### config.mk
export PLATFORM = sky130hd
export DESIGN_NAME = cell_state_streamer
export DESIGN_NICKNAME = d
export VERILOG_FILES = /design/src/rtl/cell_state_streamer.sv
export SDC_FILE = /design/constraint.sdc
export NUM_CORES = 1
export LEC_CHECK = 0
export ABC_AREA = 0
export CAP_MARGIN = 0
export CORE_MARGIN = 2
export CORE_UTILIZATION = 30
export CTS_CLUSTER_DIAMETER = 150
export DETAILED_ROUTE_END_ITERATION = 10
export GPL_ROUTABILITY_DRIVEN = 1
export PLACE_DENSITY = 0.55
export SLEW_MARGIN = 0
export SYNTH_ARGS = -nofsm -noshare
export SYNTH_HDL_FRONTEND = slang
export SYNTH_SLANG_ARGS = --single-unit
### constraint.sdc
create_clock -name clk -period 5.2 [get_ports clk]
set_input_delay 1.04 -clock clk [delete_from_list [all_inputs] [get_ports clk]]
set_output_delay 1.04 -clock clk [all_outputs]
set_load 0.03 [all_outputs]
### src/rtl/cell_state_streamer.sv
// Writes a forward-pass cell-state stream into memory port A, then replays it
// through port B in reverse timestep order, using a 2-entry output FIFO for backprop.
//
//  state   | meaning
//  --------+-------------------------------------------------------------
//  S_IDLE  | waiting for start_wr / start_rd (start_wr has priority)
//  S_WRITE | accepting producer beats, writing port A
//  S_READ  | issuing port B reads, reverse timestep order
//  S_DRAIN | all reads issued, waiting for FIFO and in-flight read to empty
//  S_DONE  | one-cycle done pulse, then back to idle
module cell_state_streamer #(
    parameter int ADDR     = 12,
    parameter int WIDTH    = 32,
    parameter int NUM      = 53,
    parameter int TIMESTEP = 1
) (
    input  logic             clk,
    input  logic             rst_n,
    input  logic             start_wr,
    input  logic             start_rd,
    input  logic             in_valid,
    output logic             in_ready,
    input  logic [WIDTH-1:0] in_data,
    output logic             out_valid,
    input  logic             out_ready,
    output logic [WIDTH-1:0] out_data,
    output logic             mem_wr,
    output logic [ADDR-1:0]  mem_addr_a,
    output logic [WIDTH-1:0] mem_din,
    output logic [ADDR-1:0]  mem_addr_b,
    input  logic [WIDTH-1:0] mem_dout_b,
    output logic             busy,
    output logic             done
);
    localparam int NW = (NUM > 1) ? $clog2(NUM) : 1;
    localparam int TW = $clog2(TIMESTEP) + 1;
    localparam logic [ADDR-1:0] STEP      = ADDR'(NUM);
    localparam logic [ADDR-1:0] LAST_BASE = ADDR'((TIMESTEP - 1) * NUM);
    localparam logic [NW-1:0]   N_LAST    = NW'(NUM - 1);
    localparam logic [TW-1:0]   T_LAST    = TW'(TIMESTEP - 1);

    typedef enum logic [2:0] {S_IDLE, S_WRITE, S_READ, S_DRAIN, S_DONE} state_t;
    state_t state, state_nxt;

    logic [NW-1:0]    n_cnt;
    logic [TW-1:0]    t_cnt;
    logic [ADDR-1:0]  base;
    logic [ADDR-1:0]  addr;
    logic [WIDTH-1:0] fifo_mem [2];
    logic             rd_ptr, wr_ptr;
    logic [1:0]       count;
    logic             in_flight;
    logic             accept, issue, pop, n_wrap;

    always_comb begin
        in_ready   = (state == S_WRITE);
        accept     = in_ready && in_valid;
        out_valid  = (count != 2'd0);
        out_data   = fifo_mem[rd_ptr];
        pop        = out_valid && out_ready;
        // A pop in the same cycle frees a slot, which keeps one beat per cycle.
        issue      = (state == S_READ) &&
                     (({1'b0, count} + {2'b00, in_flight}) < ({2'b00, pop} + 3'd2));
        n_wrap     = (n_cnt == N_LAST);
        addr       = base + ADDR'(n_cnt);
        mem_wr     = accept;
        mem_addr_a = accept ? addr : '0;
        mem_din    = accept ? in_data : '0;
        mem_addr_b = issue ? addr : '0;
        busy       = (state != S_IDLE);
        done       = (state == S_DONE);
    end

    always_comb begin
        state_nxt = state;
        case (state)
            S_IDLE: begin
                if (start_wr)      state_nxt = S_WRITE;
                else if (start_rd) state_nxt = S_READ;
            end
            S_WRITE: if (accept && n_wrap && t_cnt == T_LAST) state_nxt = S_DONE;
            S_READ:  if (issue && n_wrap && t_cnt == '0)      state_nxt = S_DRAIN;
            S_DRAIN: if (count == 2'd0 && !in_flight)         state_nxt = S_DONE;
            S_DONE:  state_nxt = S_IDLE;
            default: state_nxt = S_IDLE;
        endcase
    end

    always_ff @(posedge clk or negedge rst_n) begin
        if (!rst_n) state <= S_IDLE;
        else        state <= state_nxt;
    end

    always_ff @(posedge clk or negedge rst_n) begin
        if (!rst_n) begin
            n_cnt <= '0;
            t_cnt <= '0;
            base  <= '0;
        end else if (state == S_IDLE) begin
            if (start_wr) begin
                n_cnt <= '0;
                t_cnt <= '0;
                base  <= '0;
            end else if (start_rd) begin
                n_cnt <= '0;
                t_cnt <= T_LAST;
                base  <= LAST_BASE;
            end
        end else if (accept || issue) begin
            if (n_wrap) begin
                n_cnt <= '0;
                if (state == S_WRITE) begin
                    t_cnt <= t_cnt + TW'(1);
                    base  <= base + STEP;
                end else begin
                    t_cnt <= t_cnt - TW'(1);
                    base  <= base - STEP;
                end
            end else begin
                n_cnt <= n_cnt + NW'(1);
            end
        end
    end

    always_ff @(posedge clk or negedge rst_n) begin
        if (!rst_n) begin
            in_flight   <= 1'b0;
            fifo_mem[0] <= '0;
            fifo_mem[1] <= '0;
            wr_ptr      <= 1'b0;
            rd_ptr      <= 1'b0;
            count       <= 2'd0;
        end else begin
            in_flight <= issue;
            if (in_flight) begin
                fifo_mem[wr_ptr] <= mem_dout_b;
                wr_ptr           <= ~wr_ptr;
            end
            if (pop) rd_ptr <= ~rd_ptr;
            case ({in_flight, pop})
                2'b10:   count <= count + 2'd1;
                2'b01:   count <= count - 2'd1;
                default: count <= count;
            endcase
        end
    end
endmodule

Word level (Yosys, flattened, before mapping) --
Cells that the tools add are included.
Word-level totals: register bits 91, output and inout bits 93, logic and storage cells 94
Cells by class: $add $sub $neg 10, magnitude comparators 4, eq/ne operators 11, muxes and demuxes 33, bitwise logic cells 5, reductions and logical operators 21
Operators with widths (count):
- $mux W32 | 5
- $mux W12 | 8
- $bwmux W64 | 1
- $demux W32 S1 | 1
- $mux W6 | 5
- $mux W3 | 5
- $add A12 B6 Y12 | 1
- $add A12 B6 Y12 const B | 1
- $pmux W3 S4 | 1
- $sub A12 B6 Y12 const B | 1
- $logic_and A1 B1 Y1 | 9
- $reduce_bool A2 Y1 | 4
- $add A6 B1 Y6 const B | 1
- $eq A3 B2 Y1 const B | 2
- $eq A6 B6 Y1 const B | 1
- $mux W1 | 6
- $ge A2 B2 Y1 const B | 2
- $ne A2 B1 Y1 const B | 2
- $not A1 Y2 | 2
- $pmux W2 S2 | 1
- $reduce_and A4 Y1 | 1
- $add A1 B2 Y3 const B | 1
- $add A2 B1 Y3 | 1
- $eq A3 B1 Y1 const B | 1
- other kinds (19) | 21

Logic depth before layout (Yosys ltp) --
Gate-level depths: netlist of run 1.
depth in word-level cells 9, depth in mapped cells 12, depth with buffers taken out 9

Worst setup path before layout of run 1 --
No wires, ideal clock.
path kind flip-flop to output port, start point register n_cnt[0], end point output mem_addr_a[6], arrival 2366 ps, required time 4160 ps, slack 1794 ps, stages on the path, launching flop included 10, path buffers 0, path through dfrtp_1 > ha_1 > inv_1 > fa_1 > nor2b_1 > o21ai_0 > a21oi_1 > o21ai_0 > nor3b_1 > nor3_1
On the way: word-level cells in the longest chain between the ends 2
RTL lines:
- start, declared | RTL line 45 | logic [NW-1:0] n_cnt;
- start signal, assigned | RTL line 120 | n_cnt <= n_cnt + NW'(1);
- $add A12 B6 Y12 | RTL line 65 | addr = base + ADDR'(n_cnt);
- $mux W12 | RTL line 67 | mem_addr_a = accept ? addr : '0;
- end, declared | RTL line 28 | output logic [ADDR-1:0] mem_addr_a,
Every way passes these cells.

Worst setup path after layout of run 1 --
start point register n_cnt[0], end point output mem_addr_a[8]
The elaborated chain is that of the path after synthesis.

==> results.toml, run 1 <==
[status]
status = "finished clean"

[layout]
drive_gt1_share_pct = 20.46
register_area_mm2 = 0.002277
area_delta_synth_final_pct = 39.64
finish.utilization_pct = 42.89
multiInputGateArea_mm2 = 0.002873
fillers = 1637
final_nets = 743
diodes = 0
final_area_mm2 = 0.007445
final_cells = 880

[clock_tree]
holdBufCountCts = 0
tritoncts = "done"
cts_setup_buffers = 0
cts_buffers = 9
cts_resized = 0
cts-root-buf = "clkbuf_16"
htreeDepth = 3
clk_path_buf_depth = 2
cts.sinks = 91
clock_latency_ns = 0.35
cts.clk_slew.worst_paths_ns = 0.06

[setup_path]
required_ns = 4.16
crit_chain = "ha_1, inv_1, fa_1, nor2b_1, o21ai_0, a21oi_1, o21ai_0, a21oi_1, mux2i_1, clkdlybuf4s50_1"
critical_path_class = "reg -> out"
path_buf_inv = 2
path_depth = 10
worstSetupStartpointType = "flip-flop"
ff2ff_path_depth = 9
endpoint_kind = "primary output"
slowest_stage = "clkdlybuf4s50_1"
cp_max_fo = 7
r2r_slack_ns = 1.86
critPathArrivalTime_ns = 3.44
critPathMaxStageDelay_ns = 0.71
critical-path-top-delay-family = "compound AO/OA/AOI/OAI gates"

[logic_synthesis]
synth_most_common_cell = "mux2_2"
synthCells = 498
synth_area_leaders = "dfrtp_1, mux2_2, ha_1"
synth_mux_area_share_pct = 21.64
synth_top_family_by_area = "multiplexers"
yosys-top-cells-count = "mux2_2, dfrtp_1, and3_1"
synth_compound_area_share_pct = 9.035
synth_seq_area_share_pct = 42.71
syn_nets = 591
synthAdderAreaFrac_pct = 5.679
yosys.cell_types.count = 53
synth_area_mm2 = 0.005331
syn_avg_cell_area_um2 = 10.71
synth_seq_cells = 91
yosysWarnings = 0
synth_top_area_cell = "dfrtp_1"
async_flop_share_pct = 100.0
ys.flop_type = "dfrtp_1"
synth_xor_area_share_pct = 2.628
synth_top_cell_area_share_pct = 42.71
synth_edf_count = 0
synthSimpleGateAreaFrac_pct = 14.76

[power]
p_switching_mw = 2.157
switching_share_pct = 43.63
power.total_mw = 4.945
vdd_drop_max_uv = 335.6
seqPwrFrac_pct = 26.8
comb_power_share_pct = 60.5
power_frac_clock_pct = 12.8
power.density_mw_per_mm2 = 664.2
power_leakage_nw = 3.166
internal_power_mw = 2.787

[timing]
period_needed_ns = 4.483
setup_violations = 0
slew_viol_final = 0
worst_pin_slew_ns = 1.016
finalCritPeriodShare_pct = 86.21
setup_slack_ns = 0.7171
skew_ns = 0.005121
maxSlewHeadroom_pct = 32.12
finalHoldViolCount = 0
fin_tns_setup_ns = 0
rsz0062_at_grt = "false"
fmax_mhz = 223.1
fin_hold_ws_ns = 0.5018

[die]
rows = 48
coreArea_mm2 = 0.01736
start_util_pct = 30.72
die_h_um = 137.3
dieWidth_um = 137.3
num_io_pins = 163
dieArea_mm2 = 0.01885

[place]
dp_cells = 864
dp_hpwl_um = 10460
place_ws_ns = 0.7690
post_dp_cell_area_mm2 = 0.007157
port_buffers = 162
gp_congestion = 0.8023

[worst_hold_path]
holdPathStages = 1
hp-class = "reg -> reg"

[route]
vias_per_cell = 4.820
drtIter0Drc = 141
routed_wl_um = 14300
detail_route.wl_per_cell_um = 16.24
antenna_left = 0
firstDrtPassIters = 4
num_vias = 4242
drc_errors = 0

[global_route]
grt_pass1_vias = 4281
grt_usage_pct = 15.26
grt_max_degree = 54
grt_pass1_wl_um = 22220
overflow = 0
antenna_found_initial = 0

[flow_run]
maxCapViolations = 0
-- layout by cell type (no fill, tap or decap), types with 5 or more instances in the layout --
| master | n |
|---|---|
| and3_1 | 37 |
| xor2_1 | 8 |
| nor3_1 | 11 |
| xnor2_1 | 8 |
| clkbuf_16 | 9 |
| nand2b_1 | 7 |
| mux2_2 | 98 |
| a211oi_1 | 5 |
| ha_1 | 21 |
| nand2_1 | 28 |
| inv_1 | 17 |
| clkdlybuf4s50_1 | 161 |
| o31ai_1 | 10 |
| o21ai_0 | 19 |
| buf_4 | 5 |
| a21oi_1 | 14 |
| nand3_1 | 6 |
| dfrtp_1 | 91 |
| nor2_1 | 34 |
| mux2i_1 | 5 |
-- cell families (layout without fill, tap and decap cells) --
logic type / after synthesis / count (layout)
xor gates and xnor gates: 16 / 16
muxes: 103 / 103
buffers and inverters: 44 / 201
and+or+nand+nor: 149 / 149
DFF: 91 / 91
adders and majority gates: 23 / 23
AOI/OAI and AO/OA: 72 / 72
-- worst register-to-register path: stages, from the launching register on --
cell and delay [ns]:
dfrtp_1 0.49, or3b_1 0.66, clkinv_4 0.39, ha_1 0.45, nor2b_1 0.17, o31a_1 0.29, o21ai_0 0.32, a21oi_1 0.13
xnor2_1 0.14, o31ai_1 0.19
-- power by group through the flow --
stage	combinational [mW]	sequential, mW	clock [mW]
global route	3.24	1.38	0.686
floorplan	2.17	1.22	0
CTS	3.01	1.33	0.654
global placement	2.95	1.31	0
detailed placement	3.00	1.34	0
finish	2.99	1.32	0.632
-- area by class of cell --
| type | count | area share [%] |
|---|---|---|
| clock inverters | 5 | 0.4706 |
| flip-flops and latches | 91 | 30.59 |
| multi-input cells | 363 | 38.59 |
| inverters | 19 | 1.025 |
| clock buffers | 11 | 3.395 |
| repair buffers | 166 | 22.15 |
| well taps | 225 | 3.782 |
-- path summary, 6_finish.rpt --
check                             start             to
max in group asynchronous         rst_n   fifo_mem[38]
max reg2reg                    state[0]        base[8]
min reg2reg                fifo_mem[27]   fifo_mem[27]
min in group asynchronous         rst_n   fifo_mem[23]
min                        fifo_mem[27]   fifo_mem[27]
max                            n_cnt[0]  mem_addr_a[8]
-- metal layers --
metal	wire length, um	GRT usage, %	up-vias
met5	0	0	-
met4	172	3.608	0
met3	690	4.047	14
met2	7108	25.57	97
met1	6323	19.64	2054
li1	-	-	2077
-- registers in the layout (all words and copies together) (netlist names) --
register	flops
wr_ptr	1
t_cnt	1
in_flight	1
state	3
n_cnt	6
rd_ptr	1
fifo_mem	64
base	12
count	2
No activity file was read; power rests on OpenSTA's default activity.
==> run 2: changes to the inputs <==
==> constraint.sdc (replaced) <==
create_clock -name clk -period 5.67 [get_ports clk]
set_input_delay 1.134 -clock clk [delete_from_list [all_inputs] [get_ports clk]]
set_output_delay 1.134 -clock clk [all_outputs]
set_load 0.03 [all_outputs]
==> results.toml, run 2 (same netlist as run 1, synthesis figures left out) <==
[clock_tree]
cts_setup_buffers = 0
cts-root-buf = "clkbuf_16"
htreeDepth = 3
cts.sinks = 91
clock_latency_ns = 0.35
cts_resized = 0
tritoncts = "done"
holdBufCountCts = 0
cts_buffers = 9
clk_path_buf_depth = 2
cts.clk_slew.worst_paths_ns = 0.07

[setup_path]
worstSetupStartpointType = "input port"
critical_path_class = "in -> out"
ff2ff_path_depth = 9
endpoint_kind = "primary output"
required_ns = 4.54
worstReg2RegStart = "state[0]"
r2r_slack_ns = 2.35
critPathArrivalTime_ns = 3.48
cp_max_fo = 12
r2r_end = "base[10]"

[timing]
period_needed_ns = 4.614
worst_pin_slew_ns = 1.040
slew_viol_final = 0
maxSlewHeadroom_pct = 30.47
setup_slack_ns = 1.056
finalHoldViolCount = 0
finalCritPeriodShare_pct = 81.37
skew_ns = 0.007104
setup_violations = 0
fmax_mhz = 216.7
fin_tns_setup_ns = 0
rsz0062_at_grt = "false"
fin_hold_ws_ns = 0.5010

[route]
num_vias = 4219
drtIter0Drc = 139
drc_errors = 0
vias_per_cell = 4.794
detail_route.wl_per_cell_um = 16.33
routed_wl_um = 14370
antenna_left = 0
firstDrtPassIters = 4

[layout]
final_cell_mix = "clkdlybuf4s50_1, mux2_2, dfrtp_1"
drive_gt1_share_pct = 20.31
final_nets = 743
final_common_cell = "clkdlybuf4s50_1"
reg_top3 = "fifo_mem (64), base (12), n_cnt (6)"
final_area_mm2 = 0.007475
largest_reg_flops = 64
diodes = 0
finish.utilization_pct = 43.07
area_delta_synth_final_pct = 40.20
regMostFlops = "fifo_mem"
final_cells = 880

[global_route]
grt_pass1_vias = 4294
grt_pass1_wl_um = 22250
grt_max_degree = 55
overflow = 0
antenna_found_initial = 0
grt_usage_pct = 15.31

[place]
dp_hpwl_um = 10640
post_dp_cell_area_mm2 = 0.007157
place_ws_ns = 0.9978
dp_cells = 864
gp_congestion = 0.7995
port_buffers = 162

[die]
die_h_um = 137.3
rows = 48
dieWidth_um = 137.3
num_io_pins = 163
dieArea_mm2 = 0.01885
coreArea_mm2 = 0.01736
start_util_pct = 30.72

[worst_hold_path]
hold-path-endpoint = "fifo_mem[6]"
hp-class = "reg -> reg"
hp-start = "fifo_mem[6]"
holdPathStages = 1

[power]
power.total_mw = 4.601
power_leakage_nw = 3.174
power.density_mw_per_mm2 = 615.6
vdd_drop_max_uv = 340.8

[flow_run]
maxCapViolations = 0

[status]
status = "finished clean"
run 2: final cells by class:
class	count	area [um2]
clock inverter	6	88.84
timing repair buffer	166	1649
inverter	19	76.32
sequential	91	2277
multi-input combinational	363	2873
tap	225	281.5
fill	1636	9882
clock buffer	10	229.0
run 2: how the worst max path moves through the flow:
stage	end	from
floorplan	mem_addr_b[6]	out_ready
finish	mem_addr_b[10]	out_ready
CTS	mem_addr_b[10]	out_ready
global placement	mem_addr_b[10]	out_ready
global route	mem_addr_b[10]	out_ready
detailed placement	mem_addr_b[10]	out_ready
run 2: layer usage:
layer	GRT usage, %	routed length (um)	share of wire (%)	vias up
li1	-	-	-	2085
met1	18.61	6405	45	2029
met2	26.78	7206	50	91
met3	3.311	562	3.9	14
met4	5.155	200	1.4	0
met5	0	0	0	-
run 2: power by group:
group | switching, mW | internal, mW | leakage [nW] | total [mW]
registers | 0.239 | 0.967 | 1.10 | 1.21
clock network | 0.260 | 0.387 | 0.149 | 0.647
logic | 1.48 | 1.26 | 1.93 | 2.75
total | 1.98 | 2.62 | 3.17 | 4.60
run 2: critical path, stage by stage:
cell and delay, ns:
clkdlybuf4s50_1 0.45, o21ai_1 0.11, o21ai_0 0.24, nand2_1 0.33
inv_1 0.28, nand2b_1 0.08, mux2i_1 0.15, clkdlybuf4s50_1 0.70
